--- src/rtl/sensor_direction_decoder.sv ---
// Two-beam passage decoder: synchronizes and debounces the outer (A) and
// inner (B) beam sensors, then tracks A->B entries and B->A exits.
// Ports:
//   clkup      clock, all state on rising edge
//   reset      synchronous active-high reset
//   sens_a     raw outer beam (1 = broken), asynchronous
//   sens_b     raw inner beam (1 = broken), asynchronous
//   inc_pulse  one-cycle pulse per completed entry
//   dec_pulse  one-cycle pulse per completed exit
//   up_dn      last completed direction (1 = up)
//   busy       passage in progress
//   err_pulse  one-cycle pulse on illegal sequence or timeout
module sensor_direction_decoder #(
  parameter int DEBOUNCE_CYCLES = 4,
  parameter int TIMEOUT_CYCLES  = 64
) (
  input  logic clkup,
  input  logic reset,
  input  logic sens_a,
  input  logic sens_b,
  output logic inc_pulse,
  output logic dec_pulse,
  output logic up_dn,
  output logic busy,
  output logic err_pulse
);

  localparam int DW = $clog2(DEBOUNCE_CYCLES + 1);
  localparam int TW = $clog2(TIMEOUT_CYCLES + 1);

  typedef enum logic [2:0] {
    IDLE, A1, AB_A, B2, B1, AB_B, A2, WAIT_CLR
  } state_t;

  logic          sa_m, sa_s, sb_m, sb_s;
  logic          fa, fb;
  logic [DW-1:0] cnt_a, cnt_b;
  logic [TW-1:0] dwell;
  state_t        state, nxt;
  logic          inc_n, dec_n, err_n;
  logic          active;

  // Filtered value moves only after DEBOUNCE_CYCLES consecutive
  // disagreeing samples; any agreeing sample restarts the count.
  always_ff @(posedge clkup) begin
    if (reset) begin
      sa_m  <= 1'b0;
      sa_s  <= 1'b0;
      sb_m  <= 1'b0;
      sb_s  <= 1'b0;
      fa    <= 1'b0;
      fb    <= 1'b0;
      cnt_a <= '0;
      cnt_b <= '0;
    end else begin
      sa_m <= sens_a;
      sa_s <= sa_m;
      sb_m <= sens_b;
      sb_s <= sb_m;
      if (sa_s == fa) begin
        cnt_a <= '0;
      end else if (cnt_a == DW'(DEBOUNCE_CYCLES - 1)) begin
        fa    <= sa_s;
        cnt_a <= '0;
      end else begin
        cnt_a <= cnt_a + 1'b1;
      end
      if (sb_s == fb) begin
        cnt_b <= '0;
      end else if (cnt_b == DW'(DEBOUNCE_CYCLES - 1)) begin
        fb    <= sb_s;
        cnt_b <= '0;
      end else begin
        cnt_b <= cnt_b + 1'b1;
      end
    end
  end

  assign active = (state != IDLE) && (state != WAIT_CLR);

  always_comb begin
    nxt   = state;
    inc_n = 1'b0;
    dec_n = 1'b0;
    err_n = 1'b0;
    unique case (state)
      IDLE: begin
        case ({fa, fb})
          2'b10:   nxt = A1;
          2'b01:   nxt = B1;
          2'b11:   begin nxt = WAIT_CLR; err_n = 1'b1; end
          default: nxt = IDLE;
        endcase
      end
      A1: begin
        case ({fa, fb})
          2'b11:   nxt = AB_A;
          2'b00:   nxt = IDLE;
          2'b01:   begin nxt = WAIT_CLR; err_n = 1'b1; end
          default: nxt = A1;
        endcase
      end
      AB_A: begin
        case ({fa, fb})
          2'b01:   nxt = B2;
          2'b10:   nxt = A1;
          2'b00:   begin nxt = WAIT_CLR; err_n = 1'b1; end
          default: nxt = AB_A;
        endcase
      end
      B2: begin
        case ({fa, fb})
          2'b00:   begin nxt = IDLE; inc_n = 1'b1; end
          2'b11:   nxt = AB_A;
          2'b10:   begin nxt = WAIT_CLR; err_n = 1'b1; end
          default: nxt = B2;
        endcase
      end
      B1: begin
        case ({fa, fb})
          2'b11:   nxt = AB_B;
          2'b00:   nxt = IDLE;
          2'b10:   begin nxt = WAIT_CLR; err_n = 1'b1; end
          default: nxt = B1;
        endcase
      end
      AB_B: begin
        case ({fa, fb})
          2'b10:   nxt = A2;
          2'b01:   nxt = B1;
          2'b00:   begin nxt = WAIT_CLR; err_n = 1'b1; end
          default: nxt = AB_B;
        endcase
      end
      A2: begin
        case ({fa, fb})
          2'b00:   begin nxt = IDLE; dec_n = 1'b1; end
          2'b11:   nxt = AB_B;
          2'b01:   begin nxt = WAIT_CLR; err_n = 1'b1; end
          default: nxt = A2;
        endcase
      end
      WAIT_CLR: begin
        if ({fa, fb} == 2'b00) nxt = IDLE;
      end
      default: nxt = IDLE;
    endcase
    // Timeout only fires when the sensors would otherwise keep us in place.
    if (active && nxt == state && dwell == TW'(TIMEOUT_CYCLES - 1)) begin
      nxt   = WAIT_CLR;
      err_n = 1'b1;
    end
  end

  always_ff @(posedge clkup) begin
    if (reset) begin
      state     <= IDLE;
      dwell     <= '0;
      inc_pulse <= 1'b0;
      dec_pulse <= 1'b0;
      err_pulse <= 1'b0;
      busy      <= 1'b0;
      up_dn     <= 1'b1;
    end else begin
      state     <= nxt;
      inc_pulse <= inc_n;
      dec_pulse <= dec_n;
      err_pulse <= err_n;
      busy      <= (nxt != IDLE);
      if (nxt != state) begin
        dwell <= '0;
      end else if (dwell != TW'(TIMEOUT_CYCLES)) begin
        dwell <= dwell + 1'b1;
      end
      if (inc_n) begin
        up_dn <= 1'b1;
      end else if (dec_n) begin
        up_dn <= 1'b0;
      end
    end
  end

endmodule

--- config.mk ---
export PLATFORM = sky130hd
export DESIGN_NAME = sensor_direction_decoder
export DESIGN_NICKNAME = d
export VERILOG_FILES = /design/src/rtl/sensor_direction_decoder.sv
export SDC_FILE = /design/constraint.sdc
export NUM_CORES = 1
export LEC_CHECK = 0
export ABC_CLOCK_PERIOD_IN_PS = 2350
export CAP_MARGIN = 20
export CORE_MARGIN = 3
export CORE_UTILIZATION = 55
export CTS_CLUSTER_DIAMETER = 40
export DETAILED_ROUTE_END_ITERATION = 8
export PLACE_DENSITY_LB_ADDON = 0.12
export RECOVER_POWER = 100
export SLEW_MARGIN = 20
export SYNTH_ARGS = -nofsm -noshare
export SYNTH_HDL_FRONTEND = slang
export SYNTH_SLANG_ARGS = --single-unit
--- constraint.sdc ---
create_clock -name clkup -period 2.35 [get_ports clkup]
set_input_delay 0.3525 -clock clkup [delete_from_list [all_inputs] [get_ports clkup]]
set_output_delay 0.3525 -clock clkup [all_outputs]
set_load 0.02 [all_outputs]
Word level (Yosys, flattened, before mapping) --
Index checks and enable logic that the tools add are counted.
Word-level totals: register bits 27, bits in latches 0, RAM bits 0, bits in read-only memories 0, input bits 4, logic and storage cells 73, memories kept 0
Cells by class: add/sub/neg operators 3, multiply operators 0, div/mod/pow operators 0, magnitude comparators 0, equal/unequal tests 19, shift-type cells 0, muxes and demuxes 18, bitwise operators 2, reductions and logical operators 16
Operators by type and width (number):
- one-hot mux 3 bit (3 select lines) | 6
- one-hot mux 3 bit (8 select lines) | 1
- equality test 3 x 2 -> 1 bit, second input constant | 4
- equality test 3 bit, second input constant | 4
- OR reduction 2 bit | 5
- adder 7 x 1 -> 7 bit, second input constant | 1
- equality test 7 x 6 -> 1 bit, second input constant | 1
- two-way mux 1 bit | 7
- inequality test 7 bit, second input constant | 1
- adder 3 x 1 -> 3 bit, second input constant | 2
- two-way mux 3 bit | 2
- one-hot mux 2 bit (3 select lines) | 1
- nonzero test 3 bit | 2
- OR reduction 3 bit | 2
- equality test 2 bit, second input constant | 2
- one-hot mux 1 bit (4 select lines) | 1
- AND reduction 2 bit | 2
- equality test 3 x 1 -> 1 bit, second input constant | 1
- equality test 3 bit | 1
- logical AND 1 bit | 3
- zero test 3 bit | 1
- inequality test 3 bit | 1
- inequality test 3 bit, second input constant | 1
- equality test 1 bit | 2
- other kinds (3) | 4

Depth between registers and ports, before layout --
Gate-level depths: netlist of the first run.
depth after elaboration 9, depth in mapped cells 8

Least setup slack after synthesis of the first run --
No wires, ideal clock.
path kind register to register, from register fa, to register dwell[0], setup time 0.092 ns, arrival 1.780 ns, path slack 0.478 ns, cell stages (with the launch flop) 8, path through dfxtp_1 inv_1 ha_1 nand3b_1 o21ai_2 a221oi_4 o211ai_2 nor4_1
On the way: word-level cells in the longest chain between the ends 9
RTL lines:
- start: declaration | RTL line 36 | logic fa, fb;
- start signal: assignment | RTL line 63 | fa <= sa_s;
- equality test 2 x 1 -> 1 bit, or another cell as far along
- one-hot mux 3 bit (3 select lines), or another cell as far along | RTL line 136 | case ({fa, fb})
- one-hot mux 3 bit (8 select lines) * | RTL line 86 | unique case (state)
- equality test 3 bit | RTL line 149 | if (active && nxt == state && dwell == TW'(TIMEOUT_CYCLES - 1)) begin
- logical AND 1 bit (2 in series) | RTL line 149
- two-way mux 3 bit * | RTL line 149
- inequality test 3 bit * | RTL line 170 | if (nxt != state) begin
- OR reduction 2 bit (no line) *
- end signal: assignment | RTL line 173 | dwell <= dwell + 1'b1;
- end: declaration | RTL line 38 | logic [TW-1:0] dwell;
Mark *: on every way between the ends. The rest lies on a longest branch, timed or not. A chain may end at the register's enable or synchronous reset.

Final worst setup path of the first run --
from register fb, to register dwell[5]
On the way: word-level cells in the longest chain between the ends 9
RTL lines:
- start: declaration | RTL line 36
- start signal: assignment | RTL line 71 | fb <= sb_s;
- equality test 2 x 1 -> 1 bit, or another cell as far along
- one-hot mux 3 bit (3 select lines), or another cell as far along | RTL line 136
- one-hot mux 3 bit (8 select lines) * | RTL line 86
- equality test 3 bit | RTL line 149
- logical AND 1 bit (2 in series) | RTL line 149
- two-way mux 3 bit * | RTL line 149
- inequality test 3 bit * | RTL line 170
- OR reduction 2 bit (no line) *
Marks and branches as above.

==> results_dict.tcl, run 1 <==
set metrics [dict create \
    clk-insertion-delay-late_ps 320 \
    compound_cell_area_share_of_the_yosys_netlist_pct 19.7 \
    grt_start_max_net_pins 20 \
    ios 9 \
    initial_core_utilization_pct 58.6 \
    post_cts_resize_count 0 \
    max_stage_delay_ps 430 \
    placementRows 19 \
    post_cts.repair.setup_buffers 0 \
    post_drt_wl_per_cell_um 14.8 \
    vias_per_cell 6.12 \
    syn2layout_area_growth_pct 8.13 \
    yosys-mux-area-fraction_pct 4.53 \
    met1_usage_pct 27.5 \
    worst_tran_pin_value_ps 684 \
    hpwlAfterDp_um 2430 \
    run_status "finished, final reports clean" \
    ys_ff_latch 27 \
    signal_arrival_time_at_the_worst_endpoint_ps 2360 \
    number_of_synthesized_flops_with_an_enable_pin 0 \
    place_congestion 0.951 \
    crit_path_max_fanout 8 \
    leakagePower_nw 0.659 \
    synth_fp_nets 197 \
    clkSinkCount 27 \
    crit_path_top_delay_cell "sky130_fd_sc_hd__dfxtp_2" \
    timing.final.setup_violations 0 \
    tritoncts.num_buffers 3 \
    endpoint_kind "flip-flop" \
    power_per_cell_area_nw_per_um2 420 \
    max-cap-violations 0 \
    fp.coreArea_um2 2780 \
    deepest_level_of_the_cts_h_tree 1 \
    synth-xor-area-share_pct 4.30 \
    yosys.area_share.adder_pct 10.7 \
    path_cells "inv_1, ha_2, o21ai_0, a221oi_4, o211ai_2, nor4_1" \
    grt-ovfl-total 0 \
    post_synth_instance_area_um2 1630 \
    synthDistinctLibCells 44 \
    dominantRegCellSynth "sky130_fd_sc_hd__dfxtp_1" \
    finalHoldWorstSlack_ps 432 \
    worst_path_required_ps 2580 \
    dieHeight_um 60.4 \
    groute.layer.met2.usage_pct 30.1 \
    combinational_family_with_the_most_area_after_synthesis "simple AND/OR/NAND/NOR gates" \
    synth_seq_area_share_pct 33.2 \
    clockRootBuffer "sky130_fd_sc_hd__clkbuf_4" \
    yosysWarningCount 0 \
    wirelength_um 3250 \
    maxSlewHeadroom_pct 54.4 \
    syn-instance-count 179 \
    final_hold_viol_count 0 \
    max_buffers_root_to_sink 2 \
    dr.first_iter.drc_count 56 \
    clock-skew-final_ps 2.52 \
    drcViolationCount 0 \
    p_total_uw 741 \
    final_area_um2 1760 \
    finalNetCount 207 \
    grt_use_met3_pct 2.98 \
    slew_viol_final 0 \
    postCtsHoldBufs 0 \
    fp.dieW_um 60.4 \
    vdd.ir_drop.worst_uv 303 \
    postRouteAntennaNets 0 \
    drt_pass1_iterations 4 \
    timing.final.crit_share_pct 90.9 \
    n_antenna_cell 0 \
    fin_tns_setup_ps 0 \
    synth.avg_cell_area_um2 9.11 \
    fillers 229 \
    hp-class "flip-flop to flip-flop" \
    rsz0062_at_grt "false" \
    grt_first_pass_wirelength_um 5510 \
    gr-usage-all-layers_pct 19.7 \
    setup_cp_type "flip-flop to flip-flop" \
    globalRoute.busiestLayer "met2" \
    io_buffers 8 \
    grt_antenna_before_repair 0 \
    dpl_cell_area_um2 1740 \
    layout_min_cycle_time_ps 2140 \
    dieArea_um2 3650 \
    layout-drive-gt1-share_pct 11.2 \
    routed_vias 1341 \
    ys_async_sr_fraction_pct 0 \
    critical_path.startpoint_type "flip-flop" \
    worst_setup_hold_path_clk_slew_ps 130 \
    achievable-frequency_mhz 468 \
    yosys.area_share.simple_pct 21.9 \
    tritoncts "yes" \
    via_count_of_the_first_global_routing_pass 1217 \
]
-- synth_stat cells, types with 2 or more instances --
| cell | n | area share, % |
|---|---|---|
| sky130_fd_sc_hd__a211oi_1 | 3 | 1.4 |
| sky130_fd_sc_hd__a21oi_1 | 10 | 3.1 |
| sky130_fd_sc_hd__a31oi_1 | 3 | 1.2 |
| sky130_fd_sc_hd__buf_2 | 5 | 1.5 |
| sky130_fd_sc_hd__buf_6 | 2 | 1.4 |
| sky130_fd_sc_hd__clkbuf_1 | 2 | 0.46 |
| sky130_fd_sc_hd__dfxtp_1 | 27 | 33 |
| sky130_fd_sc_hd__ha_1 | 14 | 11 |
| sky130_fd_sc_hd__inv_1 | 10 | 2.3 |
| sky130_fd_sc_hd__mux2_2 | 3 | 2.1 |
| sky130_fd_sc_hd__mux2i_1 | 4 | 2.5 |
| sky130_fd_sc_hd__nand2_1 | 9 | 2.1 |
| sky130_fd_sc_hd__nand2b_1 | 4 | 1.5 |
| sky130_fd_sc_hd__nand3_1 | 7 | 2.1 |
| sky130_fd_sc_hd__nand3b_1 | 2 | 0.92 |
| sky130_fd_sc_hd__nor2_1 | 13 | 3.0 |
| sky130_fd_sc_hd__nor2b_1 | 10 | 3.8 |
| sky130_fd_sc_hd__nor3_1 | 2 | 0.61 |
| sky130_fd_sc_hd__nor4_1 | 9 | 3.5 |
| sky130_fd_sc_hd__o211ai_1 | 2 | 0.92 |
| sky130_fd_sc_hd__o21a_1 | 2 | 0.92 |
| sky130_fd_sc_hd__o21ai_0 | 4 | 1.2 |
| sky130_fd_sc_hd__o21bai_1 | 3 | 1.4 |
| sky130_fd_sc_hd__o311ai_1 | 2 | 1.1 |
| sky130_fd_sc_hd__or3_1 | 2 | 0.77 |
| sky130_fd_sc_hd__xnor2_1 | 4 | 2.1 |
| sky130_fd_sc_hd__xor2_1 | 4 | 2.1 |
-- worst max-delay path, delay by kind of cell (launching register included) --
kind,cells,cell delay (ps)
DFF,1,430
buffers and inverters,1,120
and+or+nand+nor,1,280
adders and majority gates,1,430
AOI/OAI and AO/OA,3,790
-- cell usage in the layout (no fill, tap or decap), drive strengths merged, types with 2 or more instances in the layout --
master	instances
or3	2
inv	10
mux2	3
clkdlybuf4s50	2
o211ai	3
xor2	4
a211oi	3
dlygate4sd3	6
nor3	2
dfxtp	27
nor2	13
nor2b	10
nand2b	4
o21ai	5
mux2i	4
o21a	2
o21bai	3
nand3b	2
nor4	9
xnor2	4
buf	5
a31oi	3
a21oi	11
ha	14
nand3	7
clkbuf	5
o311ai	3
nand2	9
-- area by class of cell --
class | instances | area [µm²] | share of cell area (%)
Inverter | 10 | 37.5 | 2.13
Timing Repair Buffer | 14 | 121 | 6.88
Multi-Input combinational cell | 133 | 996 | 56.5
Clock buffer | 4 | 26.3 | 1.49
Tap cell | 31 | 38.8 | 2.20
Sequential cell | 27 | 543 | 30.8
-- through the flow --
step	utilization (%)	instances	worst slack [ps]
floorplan	-	179	478
global placement	62.5	215	214
detailed placement	62.5	215	81.0
CTS	63.5	219	79.0
global route	63.4	219	16.5
finish	63.4	219	214
-- sequential cells by signal, indices dropped and copies added (netlist names) --
name / count
sb_m: 1
busy: 1
dwell: 7
sb_s: 1
inc_pulse: 1
cnt_b: 3
fa: 1
sa_m: 1
up_dn: 1
cnt_a: 3
err_pulse: 1
fb: 1
state: 3
sa_s: 1
dec_pulse: 1
-- routing by layer --
layer / routed length [µm] / part of all wire, %
met3: 203 / 6.2
met2: 1500 / 46
met4: 42 / 1.3
met5: 0 / 0
met1: 1510 / 46
-- power breakdown --
part	switching [mW]	total (mW)	leakage, nW	internal (mW)
Sequential	0.0131	0.485	0.220	0.472
Combinational	0.0316	0.0596	0.423	0.0280
Clock	0.130	0.196	0.0150	0.0664
Total	0.175	0.741	0.659	0.566
-- cells by family after synthesis --
logic type,Yosys count
simple gates,65
mux,7
buf+inv,19
xor+xnor,8
compound gates,39
fa+ha+maj,14
flops,27
-- path summary, 6_finish.rpt --
check	to	depth (start not counted)	startpoint	slack (ps)
worst max-delay path	dwell[5]$_SDFFE_PP0P_	6	fb$_SDFFE_PP0P_	210
worst min-delay path	cnt_b[0]$_SDFF_PP0_	1	cnt_b[0]$_SDFF_PP0_	430
worst max register to register	dwell[5]$_SDFFE_PP0P_	6	fb$_SDFFE_PP0P_	210
worst min register to register	cnt_b[0]$_SDFF_PP0_	1	cnt_b[0]$_SDFF_PP0_	430
No activity file was read; power rests on OpenSTA's default activity.
==> run 2, diff against run 1 <==
--- a/config.mk
+++ b/config.mk
@@ -5,14 +5,16 @@
 export SDC_FILE = /design/constraint.sdc
 export NUM_CORES = 1
 export LEC_CHECK = 0
+export ABC_AREA = 1
 export ABC_CLOCK_PERIOD_IN_PS = 2350
 export CAP_MARGIN = 20
 export CORE_MARGIN = 3
 export CORE_UTILIZATION = 55
 export CTS_CLUSTER_DIAMETER = 40
 export DETAILED_ROUTE_END_ITERATION = 8
+export GPL_TIMING_DRIVEN = 0
 export PLACE_DENSITY_LB_ADDON = 0.12
-export RECOVER_POWER = 100
+export RECOVER_POWER = 50
 export SLEW_MARGIN = 20
 export SYNTH_ARGS = -nofsm -noshare
 export SYNTH_HDL_FRONTEND = slang
==> run 2 against run 1 <==
Against the previous run: sequential share of layout area decreased by 0.88 points; final cell count is 19% higher; sequential power is 6.0% higher; critical path depth up 9; combinational power rose to 6.5 times the previous value; critical path type unchanged; register-to-register slack about the same; synthesized cell count is 22% higher; synthesized area grew 2.3%; fmax decreased by 0.46%.
==> results_dict.tcl, run 2 <==
set metrics [dict create \
    hpwlAfterDp_um 2500 \
    run_status "finished, final reports clean" \
    fp.dieW_um 61.1 \
    leakagePower_nw 0.773 \
    setup_cp_type "flip-flop to flip-flop" \
    n_antenna_cell 0 \
    achievable-frequency_mhz 466 \
    grt_first_pass_wirelength_um 5640 \
    routed_vias 1389 \
    clkSinkCount 27 \
    slew_viol_final 0 \
    yosys-mux-area-fraction_pct 0 \
    r2r_setup_slack_ps 200 \
    combinational_family_with_the_most_area_after_synthesis "simple AND/OR/NAND/NOR gates" \
    clockRootBuffer "sky130_fd_sc_hd__clkbuf_4" \
    vias_per_cell 5.32 \
    postRouteAntennaNets 0 \
    ys_async_sr_fraction_pct 0 \
    layout_commonest_cell "sky130_fd_sc_hd__nor2_1" \
    synth_top_cells_by_count "34 x sky130_fd_sc_hd__nor2_1, 31 x sky130_fd_sc_hd__inv_1, 27 x sky130_fd_sc_hd__dfxtp_1, 25 x sky130_fd_sc_hd__nand2_1, 16 x sky130_fd_sc_hd__nand3_1" \
    crit_path_max_fanout 7 \
    synth_seq_area_share_pct 32.4 \
    dieArea_um2 3730 \
    power_per_cell_area_nw_per_um2 601 \
    postCtsHoldBufs 0 \
    number_of_synthesized_flops_with_an_enable_pin 0 \
    vdd.ir_drop.worst_uv 358 \
    dieHeight_um 61.1 \
    place_congestion 0.885 \
    max-cap-violations 0 \
    layout-drive-gt1-share_pct 21.7 \
    grt_start_max_net_pins 15 \
    grt-ovfl-total 0 \
    clk-insertion-delay-late_ps 310 \
    largest_register_ff_count 7 \
    final_area_um2 1820 \
    synth_top_cells_by_area "sky130_fd_sc_hd__dfxtp_1 32%, sky130_fd_sc_hd__ha_1 11%, sky130_fd_sc_hd__nor2_1 7.7%" \
    signal_arrival_time_at_the_worst_endpoint_ps 2400 \
    final_cell_mix "33 x sky130_fd_sc_hd__nor2_1, 31 x sky130_fd_sc_hd__inv_1, 25 x sky130_fd_sc_hd__nand2_1, 25 x sky130_fd_sc_hd__dfxtp_1, 16 x sky130_fd_sc_hd__nand3_1" \
    layout_min_cycle_time_ps 2150 \
    fp.coreArea_um2 2830 \
    timing.final.crit_share_pct 91.3 \
    dr.first_iter.drc_count 71 \
    finalNetCount 249 \
    ys_ff_latch 27 \
    post_synth_instance_area_um2 1670 \
    synth_fp_nets 236 \
    fillers 258 \
    synth.avg_cell_area_um2 7.65 \
    worst_tran_pin_value_ps 455 \
    maxSlewHeadroom_pct 68.9 \
    placementRows 19 \
    grt_antenna_before_repair 0 \
    dpl_cell_area_um2 1790 \
    post_drt_wl_per_cell_um 11.8 \
    initial_core_utilization_pct 59.0 \
    critical_path.startpoint_type "flip-flop" \
    fin_tns_setup_ps 0 \
    max_buffers_root_to_sink 2 \
    via_count_of_the_first_global_routing_pass 1291 \
    worst_setup_hold_path_clk_slew_ps 140 \
    syn2layout_area_growth_pct 9.30 \
    yosys.cell_count.top_type "sky130_fd_sc_hd__nor2_1" \
    ios 9 \
    largest_register "dwell" \
    yosys.area_share.simple_pct 36.8 \
    clock-skew-final_ps 9.18 \
    worst_path_required_ps 2610 \
    timing.final.setup_violations 0 \
    synth-xor-area-share_pct 1.58 \
    deepest_level_of_the_cts_h_tree 1 \
    gr-usage-all-layers_pct 20.1 \
    endpoint_kind "flip-flop" \
    wirelength_um 3080 \
    yosys.area_share.adder_pct 10.5 \
    syn-instance-count 218 \
    compound_cell_area_share_of_the_yosys_netlist_pct 8.33 \
    yosysWarningCount 0 \
    io_buffers 8 \
    tritoncts "yes" \
    drcViolationCount 0 \
    rsz0062_at_grt "false" \
    final_hold_viol_count 0 \
    synthDominantCellAreaShare_pct 32.4 \
    tritoncts.num_buffers 3 \
    synthDistinctLibCells 29 \
    drt_pass1_iterations 4 \
    synth_largest_area_cell "sky130_fd_sc_hd__dfxtp_1" \
    dominantRegCellSynth "sky130_fd_sc_hd__dfxtp_1" \
    hp-class "flip-flop to flip-flop" \
]
[run 2: changes by cell type in the layout (fill, tap and decap cells not counted), sizes merged, moves of 4 or more]
cell	previous run	this run
nor2	13	41
inv	10	35
nand2	9	34
nand3	7	24
nor2b	10	0
nor4	9	0
nor3	2	10
clkdlybuf4s50	2	7
dlygate4sd3	6	1
mux2i	4	0
nand2b	4	0
xnor2	4	0
[run 2: metal layers]
metal	GRT usage, %	part of all wire [%]
met2	33.7	49
met3	3.98	3.6
met4	7.74	1.4
met1	25.5	46
met5	0	0
[run 2: repair_timing]
| action | CTS | global route |
|---|---|---|
| endpoints found under the setup margin | 0 | 9 |
| buffers inserted | 0 | 0 |
| gates resized for setup | 0 | 5 |
[run 2: metrics by stage]
stage	std cells	power, mW	util [%]	worst slack [ps]	hold WS [ps]
final	261	1.10	64.4	204	411
after global routing	261	1.18	64.4	3.96	432
after CTS	261	1.11	64.1	71.2	413
after detailed placement	257	0.917	63.2	94.4	395
after global placement	257	0.899	63.2	137	392
after floorplan	218	0.832	-	375	388
[run 2: layout make-up]
type	count	area (µm²)	area share [%]
buffer	4	37.5	2.06
clock buffer	4	26.3	1.44
inverter	35	136	7.48
multi-input combinational	152	958	52.6
sequential	27	546	29.9
tap	31	38.8	2.13
timing repair buffer	8	80.1	4.39
[run 2: critical path, stage by stage (launching register included)]
cell and delay [ps]:
sky130_fd_sc_hd__dfxtp_2 420, sky130_fd_sc_hd__inv_1 120, sky130_fd_sc_hd__ha_1 350, sky130_fd_sc_hd__nand3_1 110
sky130_fd_sc_hd__nand2_1 60, sky130_fd_sc_hd__nor2_2 120, sky130_fd_sc_hd__nand3_2 120, sky130_fd_sc_hd__nand2_2 110
sky130_fd_sc_hd__nand2_2 70, sky130_fd_sc_hd__nand2_1 60, sky130_fd_sc_hd__nor2_1 50, sky130_fd_sc_hd__nand2_2 110
sky130_fd_sc_hd__nand2_1 80, sky130_fd_sc_hd__nand2_2 70, sky130_fd_sc_hd__nand3_4 130, sky130_fd_sc_hd__nor3_2 130
[run 2: worst paths after layout]
kind,startpoint,cells past startpoint,to
max reg2reg,fb$_SDFFE_PP0P_,15,dwell[1]$_SDFFE_PP0P_
min,sa_m$_SDFF_PP0_,2,sa_s$_SDFF_PP0_
max,fb$_SDFFE_PP0P_,15,dwell[1]$_SDFFE_PP0P_
min reg2reg,sa_m$_SDFF_PP0_,2,sa_s$_SDFF_PP0_
[run 2: kinds of logic after synthesis]
group,count (synthesis)
xor gates and xnor gates,3
AOI/OAI and AO/OA,22
DFF,27
adders and majority gates,14
buffers and inverters,39
and+or+nand+nor,113
[run 2: power by group]
part           internal, mW  total [mW]  switching (mW)
registers             0.492       0.514          0.0222
logic                 0.141       0.390           0.249
clock network        0.0663       0.191           0.125
total                 0.699        1.10           0.396
==> run 3, diff against run 2 <==
--- a/config.mk
+++ b/config.mk
@@ -6,14 +6,13 @@
 export NUM_CORES = 1
 export LEC_CHECK = 0
 export ABC_AREA = 1
-export ABC_CLOCK_PERIOD_IN_PS = 2350
-export CAP_MARGIN = 20
+export ABC_CLOCK_PERIOD_IN_PS = 2300
 export CORE_MARGIN = 3
 export CORE_UTILIZATION = 55
 export CTS_CLUSTER_DIAMETER = 40
 export DETAILED_ROUTE_END_ITERATION = 8
 export GPL_TIMING_DRIVEN = 0
-export PLACE_DENSITY_LB_ADDON = 0.12
+export PLACE_DENSITY = 0.75
 export RECOVER_POWER = 50
 export SLEW_MARGIN = 20
 export SYNTH_ARGS = -nofsm -noshare
==> constraint.sdc (replaced) <==
create_clock -name clkup -period 2.3 [get_ports clkup]
set_input_delay 0.345 -clock clkup [delete_from_list [all_inputs] [get_ports clkup]]
set_output_delay 0.345 -clock clkup [all_outputs]
set_load 0.02 [all_outputs]
==> run 3 against run 2 <==
Against the previous run: clock skew about the same; flip-flop and latch count unchanged; fmax rose by 1.4%; first-iteration DRC count is 44% higher; routed wire length increased by 8.3%; cell area is 3.8% higher; non-clock buffer count increased by 2; utilization grew 2.4 points; setup slack lost 20 ps.
==> results_dict.tcl, run 3 (synthesized netlist as in run 2, its figures left out) <==
set metrics [dict create \
    run_status "finished, final reports clean" \
    endpoint_kind "flip-flop" \
    n_antenna_cell 0 \
    grt_first_pass_wirelength_um 5510 \
    maxSlewHeadroom_pct 65.8 \
    timing.final.setup_violations 0 \
    fp.dieW_um 61.1 \
    postCtsHoldBufs 0 \
    number_of_cells_on_the_worst_reg_to_reg_path 15 \
    dieHeight_um 61.1 \
    timing.hold.worst.start "sb_m$_SDFF_PP0_" \
    leakagePower_nw 0.793 \
    initial_core_utilization_pct 59.0 \
    grt_antenna_before_repair 0 \
    reg2reg_to "dwell[0]$_SDFFE_PP0P_" \
    grt-ovfl-total 0 \
    vias_per_cell 5.37 \
    timing.final.crit_share_pct 92.0 \
    layout_commonest_cell "sky130_fd_sc_hd__nor2_1" \
    dr.first_iter.drc_count 102 \
    crit_path_max_fanout 7 \
    max-cap-violations 0 \
    tritoncts.num_buffers 3 \
    clock-skew-final_ps 8.86 \
    reg2reg_from "fa$_SDFFE_PP0P_" \
    final_hold_viol_count 0 \
    worst_hold_path.num_cells 2 \
    wirelength_um 3340 \
    ios 9 \
    drcViolationCount 0 \
    drt_pass1_iterations 4 \
    critical_path.startpoint_type "flip-flop" \
    power_per_cell_area_nw_per_um2 607 \
    p_total_mw 1.15 \
    vdd.ir_drop.worst_uv 398 \
    slew_viol_final 0 \
    clkSinkCount 27 \
    deepest_level_of_the_cts_h_tree 1 \
    dr.max_layer_used "met4" \
    clk-insertion-delay-late_ps 340 \
    layout-drive-gt1-share_pct 25.9 \
    placementRows 19 \
    tritoncts "yes" \
    io_buffers 8 \
    holdPathEnd "sb_s$_SDFF_PP0_" \
    final_cell_mix "32 x sky130_fd_sc_hd__nor2_1, 29 x sky130_fd_sc_hd__inv_1, 25 x sky130_fd_sc_hd__dfxtp_1" \
    signal_arrival_time_at_the_worst_endpoint_ps 2390 \
    achievable-frequency_mhz 473 \
    finalNetCount 251 \
    layout_min_cycle_time_ps 2120 \
    grt_start_max_net_pins 18 \
    postRouteAntennaNets 0 \
    via_count_of_the_first_global_routing_pass 1299 \
    fillers 240 \
    routed_vias 1413 \
    clockRootBuffer "sky130_fd_sc_hd__clkbuf_4" \
    largest_register "dwell" \
    dieArea_um2 3730 \
    r2r_setup_slack_ps 180 \
    route.layer.met1.wl_um 1540 \
    syn2layout_area_growth_pct 13.4 \
    met3_wirelength_um 108 \
    max_buffers_root_to_sink 2 \
    fp.coreArea_um2 2830 \
    place_congestion 0.928 \
    worst_path_required_ps 2580 \
    setup_cp_type "flip-flop to flip-flop" \
    largest_register_ff_count 7 \
    met2WireLength_um 1630 \
    gr-usage-all-layers_pct 19.4 \
    worst_setup_hold_path_clk_slew_ps 160 \
    post_drt_wl_per_cell_um 12.7 \
    hp-class "flip-flop to flip-flop" \
    hpwlAfterDp_um 2550 \
    fin_tns_setup_ps 0 \
    worst_tran_pin_value_ps 500 \
]
[run 3: through the flow]
step                      hold slack, ps  cells  setup slack, ps  utilization, %  cell area, µm²
final                                414    263              184            66.9            1890
after global routing                 443    263            -34.4            66.9            1890
after CTS                            425    261             6.73            64.3            1820
after detailed placement             405    257             24.5            63.2            1790
after global placement               405    257             89.0            63.2            1790
after floorplan                      388    218              325               -            1670
[run 3: worst max-delay path by stage]
| stage | start | end | slack [ps] | cells past startpoint |
|---|---|---|---|---|
| 2_1_floorplan | fa$_SDFFE_PP0P_ | dwell[0]$_SDFFE_PP0P_ | 320 | 16 |
| 3_3_place_gp | fa$_SDFFE_PP0P_ | dwell[0]$_SDFFE_PP0P_ | 90 | 16 |
| 3_5_place_dp | fb$_SDFFE_PP0P_ | dwell[0]$_SDFFE_PP0P_ | 20 | 15 |
| 4_1_cts | fa$_SDFFE_PP0P_ | dwell[0]$_SDFFE_PP0P_ | 7 | 15 |
| 5_1_grt | fa$_SDFFE_PP0P_ | dwell[0]$_SDFFE_PP0P_ | -30 | 16 |
| 6_report | fa$_SDFFE_PP0P_ | dwell[0]$_SDFFE_PP0P_ | 180 | 15 |
[run 3: cell type report]
| type | instances | area, µm² | area share (%) |
|---|---|---|---|
| flip-flops and latches | 27 | 548 | 29.0 |
| inverters | 35 | 140 | 7.41 |
| well taps | 31 | 38.8 | 2.05 |
| repair buffers | 10 | 95.1 | 5.03 |
| multi-input cells | 152 | 1000 | 52.9 |
| clock buffers | 3 | 22.5 | 1.19 |
| clock inverters | 1 | 8.76 | 0.463 |
| plain buffers | 4 | 37.5 | 1.98 |
[run 3: routing by layer]
layer | up-vias | track usage, %
met5 | - | 0
li1 | 729 | -
met4 | 0 | 8.67
met2 | 28 | 30.5
met3 | 8 | 2.73
met1 | 648 | 26.4
[run 3: what timing repair did]
item | in CTS | in global routing
gates cloned | 0 | 0
setup endpoints to repair | 1 | 11
pin swaps | 0 | 1
buffers inserted | 0 | 2
gates resized for setup | 1 | 15
[run 3: worst max-delay path: stages (launching register included)]
cell and delay (ps):
sky130_fd_sc_hd__dfxtp_4 430, sky130_fd_sc_hd__clkinvlp_4 180, sky130_fd_sc_hd__ha_2 260, sky130_fd_sc_hd__nor2_2 140, sky130_fd_sc_hd__nor2_2 60, sky130_fd_sc_hd__nor2_2 100
sky130_fd_sc_hd__nand3_2 120, sky130_fd_sc_hd__nand2_2 100, sky130_fd_sc_hd__nand2_2 60, sky130_fd_sc_hd__nand2_1 60, sky130_fd_sc_hd__nor2_1 50, sky130_fd_sc_hd__nand2_2 100
sky130_fd_sc_hd__nand2_2 70, sky130_fd_sc_hd__nand2_2 80, sky130_fd_sc_hd__nand2_4 100, sky130_fd_sc_hd__nor3_2 160
[run 3: where the power goes]
part	switching (mW)	internal, mW
Combinational	0.256	0.144
Clock	0.154	0.0710
Sequential	0.0216	0.502
Total	0.431	0.717
